--- config.mk ---
export PLATFORM = sky130hd
export DESIGN_NAME = alu_issue_controller
export DESIGN_NICKNAME = d
export VERILOG_FILES = /design/src/rtl/alu_issue_controller_pkg.sv /design/src/rtl/alu_issue_controller_cmd_decoder.sv /design/src/rtl/alu_issue_controller.sv
export SDC_FILE = /design/constraint.sdc
export NUM_CORES = 1
export LEC_CHECK = 0
export CELL_PAD_IN_SITES_DETAIL_PLACEMENT = 1
export CELL_PAD_IN_SITES_GLOBAL_PLACEMENT = 2
export CORE_ASPECT_RATIO = 1.1
export CORE_MARGIN = 3
export CORE_UTILIZATION = 34
export DETAILED_ROUTE_END_ITERATION = 7
export PLACE_DENSITY = 0.9
export SETUP_SLACK_MARGIN = 0.4
export SYNTH_ARGS = -nofsm -noshare
export SYNTH_HDL_FRONTEND = slang
export SYNTH_SLANG_ARGS = --single-unit
--- constraint.sdc ---
create_clock -name clk -period 2.35 [get_ports clk]
set_input_delay 0.47 -clock clk [delete_from_list [all_inputs] [get_ports clk]]
set_output_delay 0.47 -clock clk [all_outputs]
set_load 0.01 [all_outputs]
--- src/rtl/alu_issue_controller_pkg.sv ---
// alu_issue_controller_pkg
//   Shared constants for the ALU issue controller. It holds the command codes
//   received on req_cmd, the 4-bit ALU control words driven on aluOp, and the
//   controller state encodings.
//   Optional feature macro used by the top: ALU_MUL_EARLY_EXIT_EN.
package alu_issue_controller_pkg;

    // Command codes (req_cmd)
    localparam logic [2:0] CMD_AND = 3'd0;
    localparam logic [2:0] CMD_OR  = 3'd1;
    localparam logic [2:0] CMD_ADD = 3'd2;
    localparam logic [2:0] CMD_SUB = 3'd3;
    localparam logic [2:0] CMD_SLT = 3'd4;
    localparam logic [2:0] CMD_NEG = 3'd5;
    localparam logic [2:0] CMD_MAX = 3'd6;
    localparam logic [2:0] CMD_MUL = 3'd7;

    // ALU control words: [3] negate left, [2] negate right, [1:0] function
    localparam logic [3:0] ALUOP_AND = 4'b0000;
    localparam logic [3:0] ALUOP_OR  = 4'b0001;
    localparam logic [3:0] ALUOP_ADD = 4'b0010;
    localparam logic [3:0] ALUOP_SUB = 4'b0110;
    localparam logic [3:0] ALUOP_SLT = 4'b0111;
    localparam logic [3:0] ALUOP_NEG = 4'b1010;

    // Controller states
    localparam logic [2:0] ST_IDLE = 3'd0;
    localparam logic [2:0] ST_EXEC = 3'd1;
    localparam logic [2:0] ST_MAX2 = 3'd2;
    localparam logic [2:0] ST_MUL  = 3'd3;
    localparam logic [2:0] ST_RESP = 3'd4;

endpackage

--- src/rtl/alu_issue_controller_cmd_decoder.sv ---
// alu_cmd_decoder
//   Combinational decode of a 3-bit command into the ALU control word.
//   Ports:
//     cmd            in   3  command code
//     aluop          out  4  ALU control word for the command's (first) ALU step
//     use_zero_right out  1  right operand must be forced to zero (NEG)
//   MAX decodes to SLT (its comparison step); MUL decodes to ADD (its
//   accumulate step).
module alu_cmd_decoder
    import alu_issue_controller_pkg::*;
(
    input  logic [2:0] cmd,
    output logic [3:0] aluop,
    output logic       use_zero_right
);

    always_comb begin
        aluop          = ALUOP_AND;
        use_zero_right = 1'b0;
        case (cmd)
            CMD_AND: aluop = ALUOP_AND;
            CMD_OR:  aluop = ALUOP_OR;
            CMD_ADD: aluop = ALUOP_ADD;
            CMD_SUB: aluop = ALUOP_SUB;
            CMD_SLT: aluop = ALUOP_SLT;
            CMD_NEG: begin
                aluop          = ALUOP_NEG;
                use_zero_right = 1'b1;
            end
            CMD_MAX: aluop = ALUOP_SLT;
            CMD_MUL: aluop = ALUOP_ADD;
            default: aluop = ALUOP_AND;
        endcase
    end

endmodule

--- src/rtl/alu_issue_controller.sv ---
// alu_issue_controller
//   Initiator for a shared 32-bit combinational ALU. Accepts commands over a
//   valid/ready request channel, sequences them through the external ALU
//   (single step, two-step MAX, shift-add MUL) and returns a registered result
//   over a valid/ready response channel.
//   Ports:
//     clk, rst_n                  clock, asynchronous active-low reset
//     req_valid/req_ready         request handshake
//     req_cmd, req_a, req_b       command and operands (captured on accept)
//     rsp_valid/rsp_ready         response handshake
//     rsp_data                    registered result, stable while rsp_valid
//     aluOp, leftOperand,
//     rightOperand                ALU inputs, zero outside EXEC and MUL
//     aluResult                   ALU combinational result
//   Macro ALU_MUL_EARLY_EXIT_EN: when defined, MUL finishes as soon as no set
//   multiplier bits remain instead of always running WIDTH iterations.
module alu_issue_controller
    import alu_issue_controller_pkg::*;
#(
    parameter int unsigned WIDTH = 32,
    parameter int unsigned CNT_W = 6
) (
    input  logic             clk,
    input  logic             rst_n,
    input  logic             req_valid,
    output logic             req_ready,
    input  logic [2:0]       req_cmd,
    input  logic [WIDTH-1:0] req_a,
    input  logic [WIDTH-1:0] req_b,
    output logic             rsp_valid,
    input  logic             rsp_ready,
    output logic [WIDTH-1:0] rsp_data,
    output logic [3:0]       aluOp,
    output logic [WIDTH-1:0] leftOperand,
    output logic [WIDTH-1:0] rightOperand,
    input  logic [WIDTH-1:0] aluResult
);

    logic [2:0]       state_q, state_d;
    logic [2:0]       cmd_q, cmd_d;
    logic [WIDTH-1:0] a_q, a_d;
    logic [WIDTH-1:0] b_q, b_d;
    logic             flag_q, flag_d;
    logic [WIDTH-1:0] acc_q, acc_d;
    logic [WIDTH-1:0] mcand_q, mcand_d;
    logic [WIDTH-1:0] mplier_q, mplier_d;
    logic [CNT_W-1:0] cnt_q, cnt_d;
    logic [WIDTH-1:0] rsp_data_q, rsp_data_d;

    logic [3:0]       dec_aluop;
    logic             dec_zero_right;
    logic [WIDTH-1:0] mul_step;
    logic             mul_done;

    alu_cmd_decoder u_dec (
        .cmd            (cmd_q),
        .aluop          (dec_aluop),
        .use_zero_right (dec_zero_right)
    );

    assign req_ready = (state_q == ST_IDLE);
    assign rsp_valid = (state_q == ST_RESP);
    assign rsp_data  = rsp_data_q;

    // ALU inputs are purely a function of state so they are zero whenever the
    // controller is not actively using the ALU.
    always_comb begin
        aluOp        = ALUOP_AND;
        leftOperand  = '0;
        rightOperand = '0;
        case (state_q)
            ST_EXEC: begin
                aluOp        = dec_aluop;
                leftOperand  = a_q;
                rightOperand = dec_zero_right ? '0 : b_q;
            end
            ST_MUL: begin
                aluOp        = ALUOP_ADD;
                leftOperand  = acc_q;
                rightOperand = mcand_q;
            end
            default: ;
        endcase
    end

    // Accumulator value after this iteration; also the final product on the
    // last iteration, so it is captured straight into rsp_data.
    assign mul_step = mplier_q[0] ? aluResult : acc_q;

`ifdef ALU_MUL_EARLY_EXIT_EN
    // Done once the current bit is the last set bit of the multiplier.
    assign mul_done = (mplier_q[WIDTH-1:1] == '0) || (cnt_q == CNT_W'(WIDTH - 1));
`else
    assign mul_done = (cnt_q == CNT_W'(WIDTH - 1));
`endif

    always_comb begin
        state_d    = state_q;
        cmd_d      = cmd_q;
        a_d        = a_q;
        b_d        = b_q;
        flag_d     = flag_q;
        acc_d      = acc_q;
        mcand_d    = mcand_q;
        mplier_d   = mplier_q;
        cnt_d      = cnt_q;
        rsp_data_d = rsp_data_q;
        case (state_q)
            ST_IDLE: begin
                if (req_valid) begin
                    cmd_d = req_cmd;
                    a_d   = req_a;
                    b_d   = req_b;
                    if (req_cmd == CMD_MUL) begin
                        acc_d    = '0;
                        mcand_d  = req_a;
                        mplier_d = req_b;
                        cnt_d    = '0;
                        state_d  = ST_MUL;
                    end else begin
                        state_d = ST_EXEC;
                    end
                end
            end
            ST_EXEC: begin
                if (cmd_q == CMD_MAX) begin
                    flag_d  = aluResult[0];
                    state_d = ST_MAX2;
                end else begin
                    rsp_data_d = aluResult;
                    state_d    = ST_RESP;
                end
            end
            ST_MAX2: begin
                // flag set means a < b (wrapped sign of a-b)
                rsp_data_d = flag_q ? b_q : a_q;
                state_d    = ST_RESP;
            end
            ST_MUL: begin
                acc_d    = mul_step;
                mcand_d  = mcand_q << 1;
                mplier_d = mplier_q >> 1;
                cnt_d    = cnt_q + CNT_W'(1);
                if (mul_done) begin
                    rsp_data_d = mul_step;
                    state_d    = ST_RESP;
                end
            end
            ST_RESP: begin
                if (rsp_ready) begin
                    state_d = ST_IDLE;
                end
            end
            default: state_d = ST_IDLE;
        endcase
    end

    always_ff @(posedge clk or negedge rst_n) begin
        if (!rst_n) begin
            state_q    <= ST_IDLE;
            cmd_q      <= '0;
            a_q        <= '0;
            b_q        <= '0;
            flag_q     <= 1'b0;
            acc_q      <= '0;
            mcand_q    <= '0;
            mplier_q   <= '0;
            cnt_q      <= '0;
            rsp_data_q <= '0;
        end else begin
            state_q    <= state_d;
            cmd_q      <= cmd_d;
            a_q        <= a_d;
            b_q        <= b_d;
            flag_q     <= flag_d;
            acc_q      <= acc_d;
            mcand_q    <= mcand_d;
            mplier_q   <= mplier_d;
            cnt_q      <= cnt_d;
            rsp_data_q <= rsp_data_d;
        end
    end

endmodule

==> summary.txt <==
Pwr
  • Tot Pwr: approximately 18 mW
  • Pwr/cell area: 1230 mW/mm2
  • Net switching fraction of the power: between 30% and 40%
  • Register share of total power: 35.9%
  • Peak VDD IR: roughly 590 uV
  • Clock share of power: between 20% and 30%
  • Internal power: roughly 12 mW
  • Leak Pwr: 6.96 nW
  • Comb power frac: a little over two fifths
  • Switching pwr: 6.17 mW

Yosys
  • Dominant cell type by area after synthesis: dfrtp_1
  • Synth Instances: 750
  • Yosys warnings: 0
  • Synthesized area: around 0.0098 mm2
  • Syn_nets: ~850
  • Yosys reg bits: between 200 and 250
  • Sequential area share after synthesis: 52.5%
  • Syn Area/Cell: roughly 13 um2
  • Synth async-reset ratio: 100%
  • Synth Flop Type: dfrtp_1
  • Post-synth EDFFs: 0
  • Top cell type's share of synthesized area: 52.5%
  • Count leader, synth: dfrtp_1
  • Top cells by count, synth: dfrtp_1, mux2_2, a22o_1
  • Synth area leaders: dfrtp_1, mux2_2, a221o_1
  • Synth cell types: 38

STA
  • Sum Neg Setup Slack: -2.41 ns
  • Slew Limit Fails: 0
  • Fmax: about 0.41 GHz
  • Min Tclk post-route: approximately 2.5 ns
  • RSZ-0062 raised after global routing: yes
  • Slew @ Worst Pin: ~0.48 ns
  • Clock Skew: between 0.01 and 0.015 ns
  • Relative slew margins: between 60% and 70%
  • Final WS setup: -0.110 ns
  • Period Utilization, post-route: 105%
  • Final Hold Fails: 0
  • Final setup violation count: 45

Clocking
  • Worst-Skew Late Latency: between 0.5 and 0.6 ns
  • CTS Buffer Depth: 3
  • Clock Sinks: roughly 200
  • Worst-path clk slew: about 0.06 ns
  • # H-tree levels: 1
  • Total CTS buffers: 23
  • TritonCTS clock tree: built
  • Clock root cell: clkbuf_16

Placed design
  • Pre-CTS WS: -0.0718 ns
  • Placer Congestion: roughly 0.80
  • Dpl cells: 1297
  • Dpl hpwl: 21.1 mm
  • I/O Buffers: 204

Final layout
  • Final core occ: a little over half
  • Fill cells: around 2800
  • Final cell count without fillers: 1441
  • Proportion of layout cells with a drive suffix above 1: between 40% and 50%
  • Nets@finish: between 1000 and 1500
  • Synthesis-to-finish area growth: 51.7%

Setup path
  • CP Max Fanout: 7
  • Worst setup EP type: output pin
  • Critical path type: register to output pin
  • Critical Path AT: between 1.5 and 2 ns
  • Critical Path RT: 1.88 ns
  • CP startpoint kind: register

Route
  • Initial DRC Count: 544
  • Vias: about 8000
  • Initial DRT Pass Iterations: 4
  • Routed Wire Length: 37.4 mm
  • DRC: 0
  • Vias per cell: roughly 5.6
  • Final ANT Viol Nets: 0
  • DR WL/cell: roughly 26 um

Global route
  • First-pass GRT wire length: roughly 53 mm
  • Gr ovfl total: 0
  • Vias in the first global route: approximately 8600
  • GRT met1 Usage: a little under 30%
  • Met3 Use GR: between 3 and 4%
  • M2 GR Usage: between 30% and 40%
  • GRT Util Overall: 22.1%
  • Initial antenna violation count: 3
  • Largest net degree at the start of global routing: between 60 and 70
  • Gr busiest metal: met2

Status
  • Failing checks: setup timing
  • Status: complete, but fails checks

Floorplanning
  • Die width: around 170 um
  • Die span in y: roughly 180 um
  • Site row count: between 60 and 70
  • CORE AREA: ~0.028 mm2
  • Area of the die: 0.0308 mm2
  • Initial Util: about a third
  • I/O pin cnt: 205

Run
  • Max-cap violations: 0

Min path
  • Worst Hold Class: input port to async pin
## registers in the layout, summed over array words and instances (netlist names)
signal and cells:
a_q 32, acc_q 32, b_q 32, cmd_q 3, cnt_q 6, flag_q 1, mcand_q 32, mplier_q 32
rsp_data 32, state_q 3
## cells by family after synthesis
family | Yosys count | share of synthesized area (%)
adder cells (fa/ha/maj) | 1 | 0.128
flip-flops | 205 | 52.5
multiplexers | 196 | 22.2
buffers and inverters | 64 | 3.50
AND/OR/NAND/NOR | 103 | 5.40
AO/OA/AOI/OAI | 180 | 16.2
XOR/XNOR | 1 | 0.0896
## power by group through the flow
stage / clock network, mW / logic, mW / registers [mW]
floorplan: 0 / 3.81 / 6.19
global placement: 0 / 6.50 / 6.36
detailed placement: 0 / 6.66 / 6.45
CTS: 3.80 / 7.43 / 6.46
global route: 3.98 / 8.45 / 6.78
finish: 3.76 / 7.96 / 6.55
## critical path, cell delays in order, from the launching register on
cell,delay (ns)
dfrtp_2,0.44
nand2_2,0.11
nor2_4,0.05
buf_12,0.14
buf_8,0.12
buf_16,0.13
and2_4,0.14
a21o_1,0.19
buf_2,0.15
## repair_timing
action | 4_1_cts | 5_1_grt
hold endpoints to repair | 45 | 0
pin swaps | 85 | 62
gates cloned | 12 | 7
setup buffers | 43 | 39
hold buffers | 1 | 0
resized for setup | 392 | 77
setup endpoints to repair | 154 | 169
## layout by cell type, fill, tap and decap left out, types with 30 or more instances in the layout
cell / synthesis / routed
mux2_2: 142 / 98
nor2_1: 41 / 35
mux2_4: 0 / 45
clkbuf_16: 0 / 30
a22o_1: 67 / 66
buf_6: 4 / 31
buf_4: 10 / 63
buf_12: 0 / 33
mux2i_1: 34 / 34
clkdlybuf4s50_1: 0 / 126
buf_2: 27 / 56
and2_4: 0 / 30
a21o_1: 33 / 32
dfrtp_1: 205 / 201
a221o_1: 63 / 63
## path summary, 6_finish.rpt
check	from	slack, ns	endpoint	depth (start not counted)
max reg2reg	state_q[0]	0.26	rsp_data[27]	9
max in group asynchronous	rst_n	1.14	rsp_data[21]	3
min in group clk	rsp_data[14]	0.50	rsp_data[14]	1
max	state_q[1]	-0.11	rightOperand[17]	8
min reg2reg	rsp_data[14]	0.50	rsp_data[14]	1
min	rst_n	0.46	acc_q[12]	2
## routing by layer
layer | vias to the layer above | part of all wire, %
met5 | - | 0.040
met4 | 2 | 2.3
met3 | 57 | 5.4
met2 | 273 | 51
met1 | 4207 | 42
li1 | 3477 | -
## through the flow
step	hold slack, ns	area, um2
3_3_place_gp	0.466	12500
6_report	0.463	14800
5_1_grt	0.504	14800
4_1_cts	0.481	14000
3_5_place_dp	0.470	12500
2_1_floorplan	0.174	9770
## final cells by class
type	instances	area, um2	share of cell area [%]
multi-input combinational	483	4710	31.8
tap	363	454	3.06
clock inverter	7	128	0.861
inverter	3	11.3	0.0760
antenna	3	7.51	0.0507
sequential	205	5130	34.6
timing repair buffer	345	3740	25.2
clock buffer	32	639	4.31
Note: power is estimated with default switching activity, not from simulation.
